### config.mk
export PLATFORM = sky130hd
export DESIGN_NAME = sr_write_seq
export DESIGN_NICKNAME = d
export VERILOG_FILES = /design/src/rtl/sr_write_seq_pkg.sv /design/src/rtl/sr_write_seq_phase_cnt.sv /design/src/rtl/sr_write_seq.sv
export SDC_FILE = /design/constraint.sdc
export NUM_CORES = 1
export LEC_CHECK = 0
export CAP_MARGIN = 15
export CORE_MARGIN = 2
export CORE_UTILIZATION = 57
export CTS_CLUSTER_DIAMETER = 120
export DETAILED_ROUTE_END_ITERATION = 16
export DONT_BUFFER_PORTS = 1
export PLACE_DENSITY = 0.69
export SYNTH_ARGS = -nofsm -noshare
export SYNTH_HDL_FRONTEND = slang
export SYNTH_SLANG_ARGS = --single-unit
### constraint.sdc
create_clock -name clk -period 3.6 [get_ports clk]
set_clock_uncertainty 0.2 [all_clocks]
set_input_delay 0.36 -clock clk [delete_from_list [all_inputs] [get_ports clk]]
set_output_delay 0.36 -clock clk [all_outputs]
set_load 0.005 [all_outputs]
### src/rtl/sr_write_seq_pkg.sv
// Shared types and constants for the SR latch-bank write sequencer.
package sr_write_seq_pkg;

    localparam int DATA_W = 4;

    typedef enum logic [2:0] {
        ST_IDLE,
        ST_RST_PULSE,
        ST_GAP0,
        ST_SET_PULSE,
        ST_GAP1,
        ST_CHECK
    } state_t;

    // Bits needed to hold max(a,b) without wrapping; never narrower than 1.
    function automatic int cnt_width(input int a, input int b);
        int m;
        m = (a > b) ? a : b;
        return ($clog2(m + 1) < 1) ? 1 : $clog2(m + 1);
    endfunction

endpackage

### src/rtl/sr_write_seq_phase_cnt.sv
// Phase down-counter shared by every timed state of the write sequencer.
module phase_cnt #(
    parameter int W = 3
) (
    input  logic         clk,
    input  logic         rst,
    input  logic         i_load,
    input  logic [W-1:0] i_load_val,
    input  logic         i_dec,
    output logic         o_zero
);

    logic [W-1:0] r_count;

    always_ff @(posedge clk or posedge rst) begin
        if (rst) begin
            r_count <= '0;
        end else if (i_load) begin
            r_count <= i_load_val;
        end else if (i_dec && (r_count != '0)) begin
            r_count <= r_count - 1'b1;
        end
    end

    assign o_zero = (r_count == '0);

endmodule

### src/rtl/sr_write_seq.sv
// Write sequencer for a bank of external SR latches: clear pulse, gap, set
// pulse, gap, then readback compare.
//
// state        | meaning
// -------------+--------------------------------------------------
// ST_IDLE      | waiting for wr_en; captures wr_data on request
// ST_RST_PULSE | r = ~data_q for PULSE_CYCLES
// ST_GAP0      | s = r = 0 for GAP_CYCLES
// ST_SET_PULSE | s = data_q for PULSE_CYCLES
// ST_GAP1      | s = r = 0 for GAP_CYCLES
// ST_CHECK     | one cycle: sample q, pulse done, flag mismatch
module sr_write_seq
    import sr_write_seq_pkg::*;
#(
    parameter int PULSE_CYCLES = 4,
    parameter int GAP_CYCLES   = 1
) (
    input  logic              clk,
    input  logic              rst,
    input  logic              wr_en,
    input  logic [DATA_W-1:0] wr_data,
    input  logic [DATA_W-1:0] q,
    output logic [DATA_W-1:0] s,
    output logic [DATA_W-1:0] r,
    output logic              busy,
    output logic              done,
    output logic              err,
    output logic [DATA_W-1:0] rd_data
);

    localparam int CNT_W = cnt_width(PULSE_CYCLES, GAP_CYCLES);
    localparam logic [CNT_W-1:0] PULSE_LD = CNT_W'(PULSE_CYCLES - 1);
    localparam logic [CNT_W-1:0] GAP_LD   = CNT_W'(GAP_CYCLES - 1);

    state_t            r_state;
    logic [DATA_W-1:0] r_data_q;
    logic [DATA_W-1:0] r_s;
    logic [DATA_W-1:0] r_r;
    logic              r_busy;
    logic              r_done;
    logic              r_err;
    logic [DATA_W-1:0] r_rd_data;

    logic              w_load;
    logic [CNT_W-1:0]  w_load_val;
    logic              w_dec;
    logic              w_zero;

    phase_cnt #(.W(CNT_W)) u_phase_cnt (
        .clk        (clk),
        .rst        (rst),
        .i_load     (w_load),
        .i_load_val (w_load_val),
        .i_dec      (w_dec),
        .o_zero     (w_zero)
    );

    // Counter is loaded with (duration-1) on entry, so each timed state
    // leaves on the cycle it reads zero.
    always_comb begin
        w_load     = 1'b0;
        w_load_val = '0;
        w_dec      = 1'b0;
        case (r_state)
            ST_IDLE: begin
                if (wr_en) begin
                    w_load     = 1'b1;
                    w_load_val = PULSE_LD;
                end
            end
            ST_RST_PULSE, ST_SET_PULSE: begin
                if (w_zero) begin
                    w_load     = 1'b1;
                    w_load_val = GAP_LD;
                end else begin
                    w_dec = 1'b1;
                end
            end
            ST_GAP0: begin
                if (w_zero) begin
                    w_load     = 1'b1;
                    w_load_val = PULSE_LD;
                end else begin
                    w_dec = 1'b1;
                end
            end
            ST_GAP1: begin
                w_dec = ~w_zero;
            end
            default: begin
                w_load = 1'b0;
            end
        endcase
    end

    always_ff @(posedge clk or posedge rst) begin
        if (rst) begin
            r_state   <= ST_IDLE;
            r_data_q  <= '0;
            r_s       <= '0;
            r_r       <= '0;
            r_busy    <= 1'b0;
            r_done    <= 1'b0;
            r_err     <= 1'b0;
            r_rd_data <= '0;
        end else begin
            r_done <= 1'b0;
            r_err  <= 1'b0;
            case (r_state)
                ST_IDLE: begin
                    if (wr_en) begin
                        r_data_q <= wr_data;
                        r_r      <= ~wr_data;
                        r_s      <= '0;
                        r_busy   <= 1'b1;
                        r_state  <= ST_RST_PULSE;
                    end
                end
                ST_RST_PULSE: begin
                    if (w_zero) begin
                        r_r     <= '0;
                        r_state <= ST_GAP0;
                    end
                end
                ST_GAP0: begin
                    if (w_zero) begin
                        r_s     <= r_data_q;
                        r_state <= ST_SET_PULSE;
                    end
                end
                ST_SET_PULSE: begin
                    if (w_zero) begin
                        r_s     <= '0;
                        r_state <= ST_GAP1;
                    end
                end
                ST_GAP1: begin
                    if (w_zero) begin
                        r_state <= ST_CHECK;
                    end
                end
                ST_CHECK: begin
                    r_rd_data <= q;
                    r_done    <= 1'b1;
                    r_err     <= (q != r_data_q);
                    r_busy    <= 1'b0;
                    r_state   <= ST_IDLE;
                end
                default: begin
                    r_s     <= '0;
                    r_r     <= '0;
                    r_busy  <= 1'b0;
                    r_state <= ST_IDLE;
                end
            endcase
        end
    end

    assign s       = r_s;
    assign r       = r_r;
    assign busy    = r_busy;
    assign done    = r_done;
    assign err     = r_err;
    assign rd_data = r_rd_data;

endmodule

# After elaboration in Yosys (flattened, before gate mapping)
# Cells that the tools add are included.
dict set report totals {
  register_bits 25
  output_inout_bits 15
}
dict set report classes {
  n_addsub 1
  n_eq_ne 11
  muxes 26
  bitwise 5
  n_reduce_logical 14
}
# op n
set ops {}
lappend ops {{two-way mux 3 bit} 7}
lappend ops {{two-way mux 4 bit} 4}
lappend ops {{one-hot mux 4 bit (4 select lines)} 1}
lappend ops {{one-hot mux 3 bit (5 select lines)} 1}
lappend ops {{one-hot mux 4 bit (3 select lines)} 1}
lappend ops {{inequality test 2 bit (second input constant)} 5}
lappend ops {{OR reduction 4 bit} 2}
lappend ops {{equality test 3 x 2 -> 1 bit (second input constant)} 2}
lappend ops {{equality test 3 bit (second input constant)} 2}
lappend ops {{zero test 3 bit} 2}
lappend ops {{two-way mux 1 bit} 6}
lappend ops {{one-hot mux 1 bit (2 select lines)} 3}
lappend ops {{OR reduction 3 bit} 2}
lappend ops {{AND reduction 5 bit} 1}
lappend ops {{two-way mux 2 bit} 2}
lappend ops {{inequality test 4 bit} 1}
lappend ops {{NOT 1 bit} 4}
lappend ops {{NOT 4 bit} 1}
lappend ops {{one-hot mux 2 bit (2 select lines)} 1}
lappend ops {{AND reduction 2 bit} 2}
lappend ops {{AND reduction 4 bit} 1}
lappend ops {{equality test 3 x 1 -> 1 bit (second input constant)} 1}
lappend ops {{AND reduction 3 bit} 1}
lappend ops {{nonzero test 3 bit} 1}
lappend ops {{3 further kinds} 3}

# Logic depth before layout (Yosys ltp)
# Gate-level depths: netlist of the first run.
dict set report depth {
  ltp_word 6
  ltp_mapped 6
}

# Cells and area by module
# A second synthesis of the first run with hierarchy kept.
dict set report hier_totals {
  cells_unflattened 108
  area_unflattened_um2 1290.0
}
# mod instances cells_each area_per_inst_um2 seq_area_each_um2
set modules_own_cells {}
lappend modules_own_cells {sr_write_seq 1 88 1078.5 550.5}
lappend modules_own_cells {phase_cnt 1 20 211.5 75.1}

# Worst setup path after synthesis of the first run
# No wires, ideal clock.
dict set report synth_timing {
  path_type {register to register}
  startpoint {register u_phase_cnt.r_count[0]}
  endpoint {register r_s[0] (netlist: s[0])}
  t_arrival_ps 1248
  required_time_ps 3258
  path_slack_ps 2010
  path_stages_with_launch 6
  path_buffers 0
  period_less_slack_ps 1590
  path_cell_list {dfrtp_1 inv_1 ha_1 nor2b_1 o22ai_1 o21ai_0}
}
dict set report synth_via {
  elab_chain_len 3
  word_cells_on_any_way 4
  classes_between {eq/ne (2); reduce/logical (2)}
}
# element line
set synth_lines {}
lappend synth_lines {{start: declaration} sr_write_seq_phase_cnt.sv:13} ;# logic [W-1:0] r_count;
lappend synth_lines {{start signal: assignment} sr_write_seq_phase_cnt.sv:19} ;# r_count <= i_load_val;
lappend synth_lines {{start signal: assignment} sr_write_seq_phase_cnt.sv:21} ;# r_count <= r_count - 1'b1;
lappend synth_lines {{zero test 3 bit (*)} sr_write_seq_phase_cnt.sv:25} ;# assign o_zero = (r_count == '0);
lappend synth_lines {{inequality test 2 bit (no line)} -}
lappend synth_lines {{AND reduction 4 bit (no line) (*)} -}
lappend synth_lines {{end signal: assignment} sr_write_seq.sv:127} ;# r_s <= r_data_q;
lappend synth_lines {{end: declaration} sr_write_seq.sv:37} ;# logic [DATA_W-1:0] r_s;
# Mark *: on every way between the ends. The rest lies on a longest branch, timed or not.
# A chain may end at the register's enable or synchronous reset.

# Worst setup path after layout of the first run
dict set report layout_timing {
  startpoint {register r_state[2]}
  endpoint {register u_phase_cnt.r_count[1]}
}
dict set report layout_via {
  elab_chain_len 5
  word_cells_on_any_way 12
  classes_between {eq/ne (4); mux (4); reduce/logical (4)}
}
# element line
set layout_lines {}
lappend layout_lines {{start: declaration} sr_write_seq.sv:35} ;# state_t r_state;
lappend layout_lines {{start signal: assignment} sr_write_seq.sv:98} ;# r_state <= ST_IDLE;
lappend layout_lines {{start signal: assignment} sr_write_seq.sv:116} ;# r_state <= ST_RST_PULSE;
lappend layout_lines {{start signal: assignment} sr_write_seq.sv:122} ;# r_state <= ST_GAP0;
lappend layout_lines {{equality test 3 x 2 -> 1 bit or equality test 3 x 1 -> 1 bit (tied branches)} sr_write_seq.sv:64} ;# case (r_state)
lappend layout_lines {{OR reduction 3 bit (no line)} -}
lappend layout_lines {{one-hot mux 1 bit (2 select lines)} sr_write_seq.sv:64}
lappend layout_lines {{logical AND 1 bit} sr_write_seq_phase_cnt.sv:20} ;# end else if (i_dec && (r_count != '0)) begin
lappend layout_lines {{nonzero test 2 bit (no line)} -}
# Parallel ways exist; a longest one is shown, timed or not.

==> results of run 1 <==
## area by class of cell
class                           instances  area (sq um)  area share (%)
Sequential cell                        25         625.6           47.13
Multi-Input combinational cell         72         529.3           39.87
Timing Repair Buffer                    9         90.09           6.786
Tap cell                               27         33.78           2.545
Clock buffer                            3         22.52           1.697
Inverter                                5         18.77           1.414
Clock inverter                          1         7.507          0.5655
## worst max-delay path: cells and delay by family (launching register included)
kind / cells / cell delay (ns)
AOI/OAI and AO/OA: 2 / 0.52
adders and majority gates: 1 / 0.21
buffers and inverters: 1 / 0.09
DFF: 1 / 0.65
and+or+nand+nor: 1 / 0.09
## cells by family (layout without fill, tap and decap cells)
group	count (synthesis)	count (layout)	synth area share, %
AOI/OAI and AO/OA	21	21	12.28
DFF	25	25	52.03
adders and majority gates	3	3	3.122
xor gates and xnor gates	5	5	3.642
buffers and inverters	8	18	3.954
and+or+nand+nor	33	33	15.82
muxes	10	10	9.157
## layout by cell type, fill, tap and decap left out
cell type	n
a211o_1	2
a21o_1	1
a21oi_1	1
a221oi_1	1
a41oi_1	1
clkbuf_4	3
clkinvlp_4	1
dfrtp_1	25
dlygate4sd3_1	9
ha_1	3
inv_1	5
mux2_2	8
mux2i_1	2
nand2_1	11
nand2b_1	2
nand2b_4	1
nand3_1	2
nand3_2	1
nand3b_1	2
nor2_1	7
nor2b_1	1
nor3_1	1
nor3_4	1
nor3b_1	3
o21ai_0	5
o21ai_1	1
o21ai_2	1
o21bai_1	1
o22ai_1	3
o2bb2ai_1	4
or3_4	1
xnor2_1	4
xor2_1	1
## where the power goes
group / leakage, nW / internal, mW / total (mW) / switching [mW]
registers: 0.313 / 0.409 / 0.556 / 0.147
logic: 0.250 / 0.221 / 0.428 / 0.208
clock network: 0.0139 / 0.0425 / 0.128 / 0.0855
## state kept, by name (all words and copies together) (netlist names)
register             cells
u_phase_cnt.r_count      3
busy                     1
rd_data                  4
r                        4
err                      1
r_data_q                 4
done                     1
s                        4
r_state                  3
## how the worst max path moves through the flow
stage / start / endpoint / cells past startpoint
5_1_grt: r_state[2] / u_phase_cnt.r_count[1] / 5
4_1_cts: r_state[2] / u_phase_cnt.r_count[1] / 5
6_report: r_state[2] / u_phase_cnt.r_count[1] / 5
2_1_floorplan: u_phase_cnt.r_count[0] / s[0] / 5
3_3_place_gp: r_state[2] / u_phase_cnt.r_count[1] / 5
3_5_place_dp: r_state[2] / u_phase_cnt.r_count[1] / 5
## per-stage QoR
step                power [mW]  instance area (sq um)  cells  hold slack, ns  setup WS (ns)
finish                   1.112                   1328    142         0.06273          1.742
detailed placement      0.9819                   1207    129          0.2518          1.769
CTS                      1.120                   1328    142         0.06300          1.745
global placement        0.9601                   1207    129          0.2444          1.796
global route             1.194                   1328    142         0.08078          1.653
floorplan               0.9070                   1202    105          0.1873          2.010
## layer usage
layer	vias up	global-route usage, %	share of wire [%]
met3	2	3.939	4.0
met4	0	8.333	0.95
met2	25	32.89	49
met5	-	0	0
met1	385	25.10	46
li1	395	-	-
## what timing repair did
item | 4_1_cts | 5_1_grt
setup endpoints to repair | 0 | 0
endpoints found under the hold margin | 37 | 0
buffers inserted | 0 | 0
hold buffers | 9 | 0
==> run metrics, run 1 <==
Critical Path RT=3.62 ns; Std-Cell Rows=16; element type at the critical path end=flop; Antenna diodes=0; Layout fillers=159; worst r2r dst=u_phase_cnt.r_count[1]; R2R cell count=5; Final setup viols=0; final-report hold violation count=0; Peak VDD IR=about 0.00045 V; GPL Wtd Cong=0.8056; post-DR wirelength/cell=15.56 um; CP max FO=12; max_cap viols=0; first-pass GRT wire length=between 3000 and 4000 um; CP startpoint kind=flop; num ports=26; FFs w/ async S/R, synth=100.0%; initial core utilization=60.67%; Worst-Skew Late Latency=0.33 ns; fin crit period=approximately 1.9 ns; reg-to-reg startpoint=r_state[2]; WS Path Type=reg2reg; min-delay src=q[1]; count leader, synth=dfrtp_1; Synth area leader=dfrtp_1; die width=49.93 um; Root Driver=clkbuf_4; Vias per Instance=5.683; DR pass1 iterations=4; R2R Setup Slk=~1.7 ns; post-route antenna net violation count=0; RSZ-0062 raised after global routing=false; Port-buffer cells=0; routed wire length=2210 um; power density over cell area=837.6 nW/um^2; FMAX=538.2 MHz; worst slew pin tran=~0.91 ns; synth unique cells=32; Inserted Clock Buffers=3; layout cells sized above 1=~15%; H-Tree Depth=1; Final Cycle Share=51.61%; CP max-delay cell=dfrtp_1; outcome=finished clean; Worst Path Arrival=~1.9 ns; Synth Net Count=119; Synth top cells by count=dfrtp_1 (25), nand2_1 (11), mux2_2 (8); Post-Synthesis Cells=105; initial antenna violation count=0; Leak Pwr=0.5767 nW; dominant synthesized flop cell=dfrtp_1; PostCTS Resize Cnt=0; TNS Setup=0 ns; Hold Crit Class=in2reg; Worst-path clk slew=0.14 ns; largest net degree at the start of global routing=26; register area share after synthesis=52.03%; GRT overflow=0; Die ar.=2493 sq um; CTS tree=yes; Util after Layout=66.98%; Worst Hold Depth=2; crit-path max cell delay=0.65 ns; Die Y-Extent=49.93 um; Post-route DRC=0; yosys warns=0; Final Net Count=between 100 and 150; Max clock buf depth=2; DR vias=just over 800; number of synthesized flops with an enable pin=0; Core ar.=1982 sq um; relative slew slack=a little under 40%; fin. max-slew vios=0; post-synthesis to final-layout area growth=10.41%; share of Yosys cell area claimed by the top area cell type=52.03%; Syn Area/Cell=roughly 11 sq um; critical-path cell list=inv_1 -> ha_1 -> o21ai_1 -> nor3_1 -> a211o_1; Post-Syn Area=1202 sq um; top cells by area, synth=dfrtp_1 (52%), mux2_2 (7.5%), nand2_1 (3.4%), ha_1 (3.1%), o2bb2ai_1 (2.9%); gr usage total=19.82%; Worst Hold End=err; Seq cells post-synth=25; number of DRC markers in iteration 0=18; clk sinks=25; vias in the first global route=between 800 and 900; Final HPWL DP=1569 um
(Power assumes the default switching activity.)
==> run 2, diff against run 1 <==
clock period = 1.9 ns   (was 3.6 ns; I/O delays follow)
==> run metrics, run 2 (synthesis results as in run 1) <==
outcome=finished clean; Die Y-Extent=49.93 um; RSZ-0062 raised after global routing=false; Max clock buf depth=2; Vias per Instance=5.724; WS Path Type=reg2reg; CTS tree=yes; gr usage total=21.00%; post-CTS setup buffer count=0; Worst-Skew Late Latency=0.31 ns; DR vias=830; relative slew slack=74.56%; Final setup viols=0; Layout Cells excl Fill=145; fin. max-slew vios=0; Final HPWL DP=approximately 1500 um; Die ar.=about 2500 sq um; post-route cell area=1364 sq um; Worst Path Arrival=1.84 ns; R2R cell count=6; largest net degree at the start of global routing=16; CP startpoint kind=flop; initial antenna violation count=0; max_cap viols=0; GPL Wtd Cong=~0.80; commonest non-fill, non-tap cells in the layout=dfrtp_1 (23), nand2_1 (11), dlygate4sd3_1 (10); Util after Layout=roughly 69%; num ports=26; CP bufs+invs=1; Peak VDD IR=0.0008546 V; post-DR wirelength/cell=15.37 um; Worst-path clk slew=0.14 ns; post-route antenna net violation count=0; reg-to-reg startpoint=u_phase_cnt.r_count[0]; GRT overflow=0; vias in the first global route=roughly 890; post-synthesis to final-layout area growth=13.42%; number of DRC markers in iteration 0=4; commonest non-fill, non-tap cell in the layout=dfrtp_1; Final Cycle Share=between 90% and 100%; DR pass1 iterations=4; Std-Cell Rows=16; critical path's top delay family=simple AND/OR/NAND/NOR gates; Inserted Clock Buffers=3; CP max FO=4; initial core utilization=60.67%; CP max-delay cell=dfrtp_1; worst slew pin tran=around 0.38 ns; placed cell count=131; routed wire length=2228 um; Layout fillers=150; first-pass GRT wire length=~4000 um; clk sinks=25; H-Tree Depth=1; Antenna diodes=0; Post-route DRC=0; multi-input logic area=roughly 540 sq um; power density over cell area=1564 nW/um^2; Core ar.=1982 sq um; Final Net Count=133; Placement Setup Slack=0.09174 ns; R2R Setup Slk=0.13 ns; final-report hold violation count=0; Hold Crit Class=in2async; layout cells sized above 1=between 15 and 20%; Root Driver=clkbuf_4; Register Area=~630 sq um; worst r2r dst=u_phase_cnt.r_count[1]; final worst setup slack=0.1257 ns; die width=49.93 um; FMAX=563.6 MHz; total power=approximately 2.1 mW; critical-path cell list=inv_1 -> ha_1 -> nor2b_2 -> o21ai_1 -> nor3_1 -> a211o_1; Port-buffer cells=0; Placement Cell Area=1222 sq um; crit-path max cell delay=0.41 ns; Leak Pwr=0.5928 nW; TNS Setup=0 ns; hold_ws=slightly above 0.07 ns; Critical Path RT=roughly 2.0 ns; fin crit period=between 1.5 and 2 ns; element type at the critical path end=flop
-- run 2: cell count changes in the layout (fill, tap and decap cells not counted) --
cell	previous run	this run
o22ai_2	0	1
dfrtp_1	25	23
nor2b_2	0	1
o22ai_1	3	2
buf_4	0	2
nor2b_1	1	0
dfrtp_2	0	2
dlygate4sd3_1	9	10
-- run 2: worst max-delay path by stage --
stage,startpoint,slack (ns),to,cells past startpoint
CTS,r_state[2],0.01,u_phase_cnt.r_count[1],5
floorplan,u_phase_cnt.r_count[0],0.31,s[0],5
global placement,r_state[2],0.10,u_phase_cnt.r_count[1],5
detailed placement,r_state[2],0.09,u_phase_cnt.r_count[1],5
finish,u_phase_cnt.r_count[0],0.13,u_phase_cnt.r_count[1],6
global route,u_phase_cnt.r_count[0],0.04,u_phase_cnt.r_count[1],6
-- run 2: layer usage --
layer  track usage (%)  up-vias  part of all wire (%)
met5                 0        -                     0
met4             5.093        0                  0.31
met3             3.333        2                   3.6
met2             38.44       21                    54
met1             25.60      407                    43
li1                  -      400                     -
-- run 2: worst register-to-register path: stages, from the launching register on --
cell	delay, ns
dfrtp_1	0.41
inv_1	0.10
ha_1	0.22
nor2b_2	0.26
o21ai_1	0.16
nor3_1	0.23
a211o_1	0.14
-- run 2: cell type report --
cell class / count / share of cell area, %
Timing Repair Buffer: 12 / 8.440
Inverter: 5 / 1.376
Clock buffer: 3 / 1.651
Clock inverter: 1 / 0.5505
Sequential cell: 25 / 46.05
Multi-Input combinational cell: 72 / 39.45
Tap cell: 27 / 2.477
-- run 2: power breakdown --
group / total (mW) / switching [mW] / internal (mW)
Sequential: 1.06 / 0.281 / 0.778
Clock: 0.236 / 0.156 / 0.0801
Combinational: 0.838 / 0.402 / 0.436
Total: 2.13 / 0.839 / 1.29
-- run 2: timing repair --
action | CTS | global route
hold buffers | 10 | 0
setup endpoints to repair | 0 | 5
hold endpoints to repair | 39 | 0
gates resized for setup | 0 | 4
==> run 3, diff against run 2 <==
clock period = 2 ns   (was 1.9 ns; I/O delays follow)
==> run metrics, run 3 (synthesis results as in run 1) <==
worst slew pin tran=~0.52 ns; FMAX=529.7 MHz; post-DR wirelength/cell=16.28 um; fin crit period=between 1.5 and 2 ns; Placement Setup Slack=0.1732 ns; Worst-path clk slew=roughly 0.14 ns; multi-input logic area=529.3 sq um; initial core utilization=60.67%; vias in the first global route=880; outcome=finished clean; element type at the critical path end=flop; commonest non-fill, non-tap cells in the layout=dfrtp_1 (25), nand2_1 (11), dlygate4sd3_1 (10); post-route antenna net violation count=0; Worst Hold End=u_phase_cnt.r_count[2]; largest net degree at the start of global routing=16; Die ar.=~2500 sq um; Core ar.=~2000 sq um; Leak Pwr=0.5905 nW; Worst Hold Depth=3; critical-path cell list=inv_1 -> ha_1 -> o21ai_1 -> nor3_1 -> a211o_1; post-synthesis to final-layout area growth=12.49%; gr usage total=20.79%; max_cap viols=0; layout cells sized above 1=16.10%; initial antenna violation count=0; Sw Share=39.99%; DR pass1 iterations=4; Layout fillers=140; CP max FO=12; TNS Setup=0 ns; Hold Crit Class=in2reg; clk sinks=25; commonest non-fill, non-tap cell in the layout=dfrtp_1; Layout Cells excl Fill=145; Std-Cell Rows=16; GRT overflow=0; Inserted Clock Buffers=3; GPL Wtd Cong=0.8076; CP startpoint kind=flop; Max clock buf depth=2; min-delay src=wr_en; WS Path Type=reg2reg; Flop pwr share=48.3%; Worst-Skew Late Latency=0.32 ns; DR vias=854; Combinational Power Share=40.3%; num ports=26; Worst Path Arrival=1.91 ns; placed cell count=about 130; Post-route DRC=0; share of total power in the clock network=a little under an eighth; Critical Path RT=2.02 ns; Vias per Instance=5.890; worst r2r dst=u_phase_cnt.r_count[1]; Port-buffer cells=0; Register Area=625.6 sq um; RSZ-0062 raised after global routing=false; final worst setup slack=about 0.11 ns; routed wire length=2361 um; Sw Pwr=816.1 uW; Final setup viols=0; number of DRC markers in iteration 0=23; Final Cycle Share=94.40%; R2R Setup Slk=between 0.1 and 0.15 ns; power density over cell area=1509 nW/um^2; Final HPWL DP=approximately 1700 um; Final Net Count=133; reg-to-reg startpoint=r_state[2]; post-CTS setup buffer count=0; Antenna diodes=0; Pint=1.225 mW; first-pass GRT wire length=3905 um; H-Tree Depth=1; final-report hold violation count=0; Peak VDD IR=0.0008517 V; fin. max-slew vios=0; R2R cell count=5; critical path's top delay family=flip-flops; CTS tree=yes; Die Y-Extent=49.93 um; CP bufs+invs=1; CP max-delay cell=dfrtp_1; die width=49.93 um; Root Driver=clkbuf_4; crit-path max cell delay=around 0.66 ns; relative slew slack=65.26%
run 3: worst max-delay path by stage:
stage,endpoint,slack (ns),depth (start not counted),startpoint
global placement,u_phase_cnt.r_count[1],0.21,5,r_state[2]
CTS,u_phase_cnt.r_count[1],0.14,5,r_state[2]
floorplan,s[0],0.41,5,u_phase_cnt.r_count[0]
global route,u_phase_cnt.r_count[1],0.04,5,r_state[2]
detailed placement,u_phase_cnt.r_count[1],0.17,5,r_state[2]
finish,u_phase_cnt.r_count[1],0.11,5,r_state[2]
run 3: per-stage QoR:
step | utilization (%) | area (sq um) | power [mW] | hold WS (ns)
2_1_floorplan | - | 1202 | 1.633 | 0.02732
3_3_place_gp | 61.68 | 1222 | 1.744 | -0.06996
3_5_place_dp | 61.68 | 1222 | 1.793 | -0.06360
4_1_cts | 68.24 | 1353 | 2.039 | 0.02606
5_1_grt | 68.24 | 1353 | 2.187 | 0.04028
6_report | 68.24 | 1353 | 2.041 | 0.02715
run 3: tightest hold or removal path, stage by stage:
cell	delay, ns
nand2b_1	0.12
nor3_4	0.09
nor2_1	0.10
run 3: layout make-up:
class	instances	share of cell area, %
Multi-Input combinational cell	72	39.13
Timing Repair Buffer	12	8.511
Clock buffer	3	1.665
Clock inverter	1	0.5550
Tap cell	27	2.498
Sequential cell	25	46.25
Inverter	5	1.388
run 3: repair_timing:
item / CTS / global route
hold buffers: 10 / 0
endpoints found under the hold margin: 39 / 0
gates resized for setup: 0 / 0
run 3: routing by layer:
metal | track usage [%] | wire length (um) | vias to the layer above
met5 | 0 | 0 | -
met4 | 7.407 | 19 | 0
met3 | 3.636 | 115 | 2
met2 | 35.33 | 1223 | 32
met1 | 26.48 | 1003 | 424
li1 | - | - | 396
run 3: power groups by stage:
stage	logic (mW)	registers [mW]	clock network, mW
finish	0.822	0.986	0.232
global route	0.917	1.02	0.251
CTS	0.820	0.983	0.236
detailed placement	0.800	0.994	0
global placement	0.764	0.980	0
floorplan	0.752	0.881	0
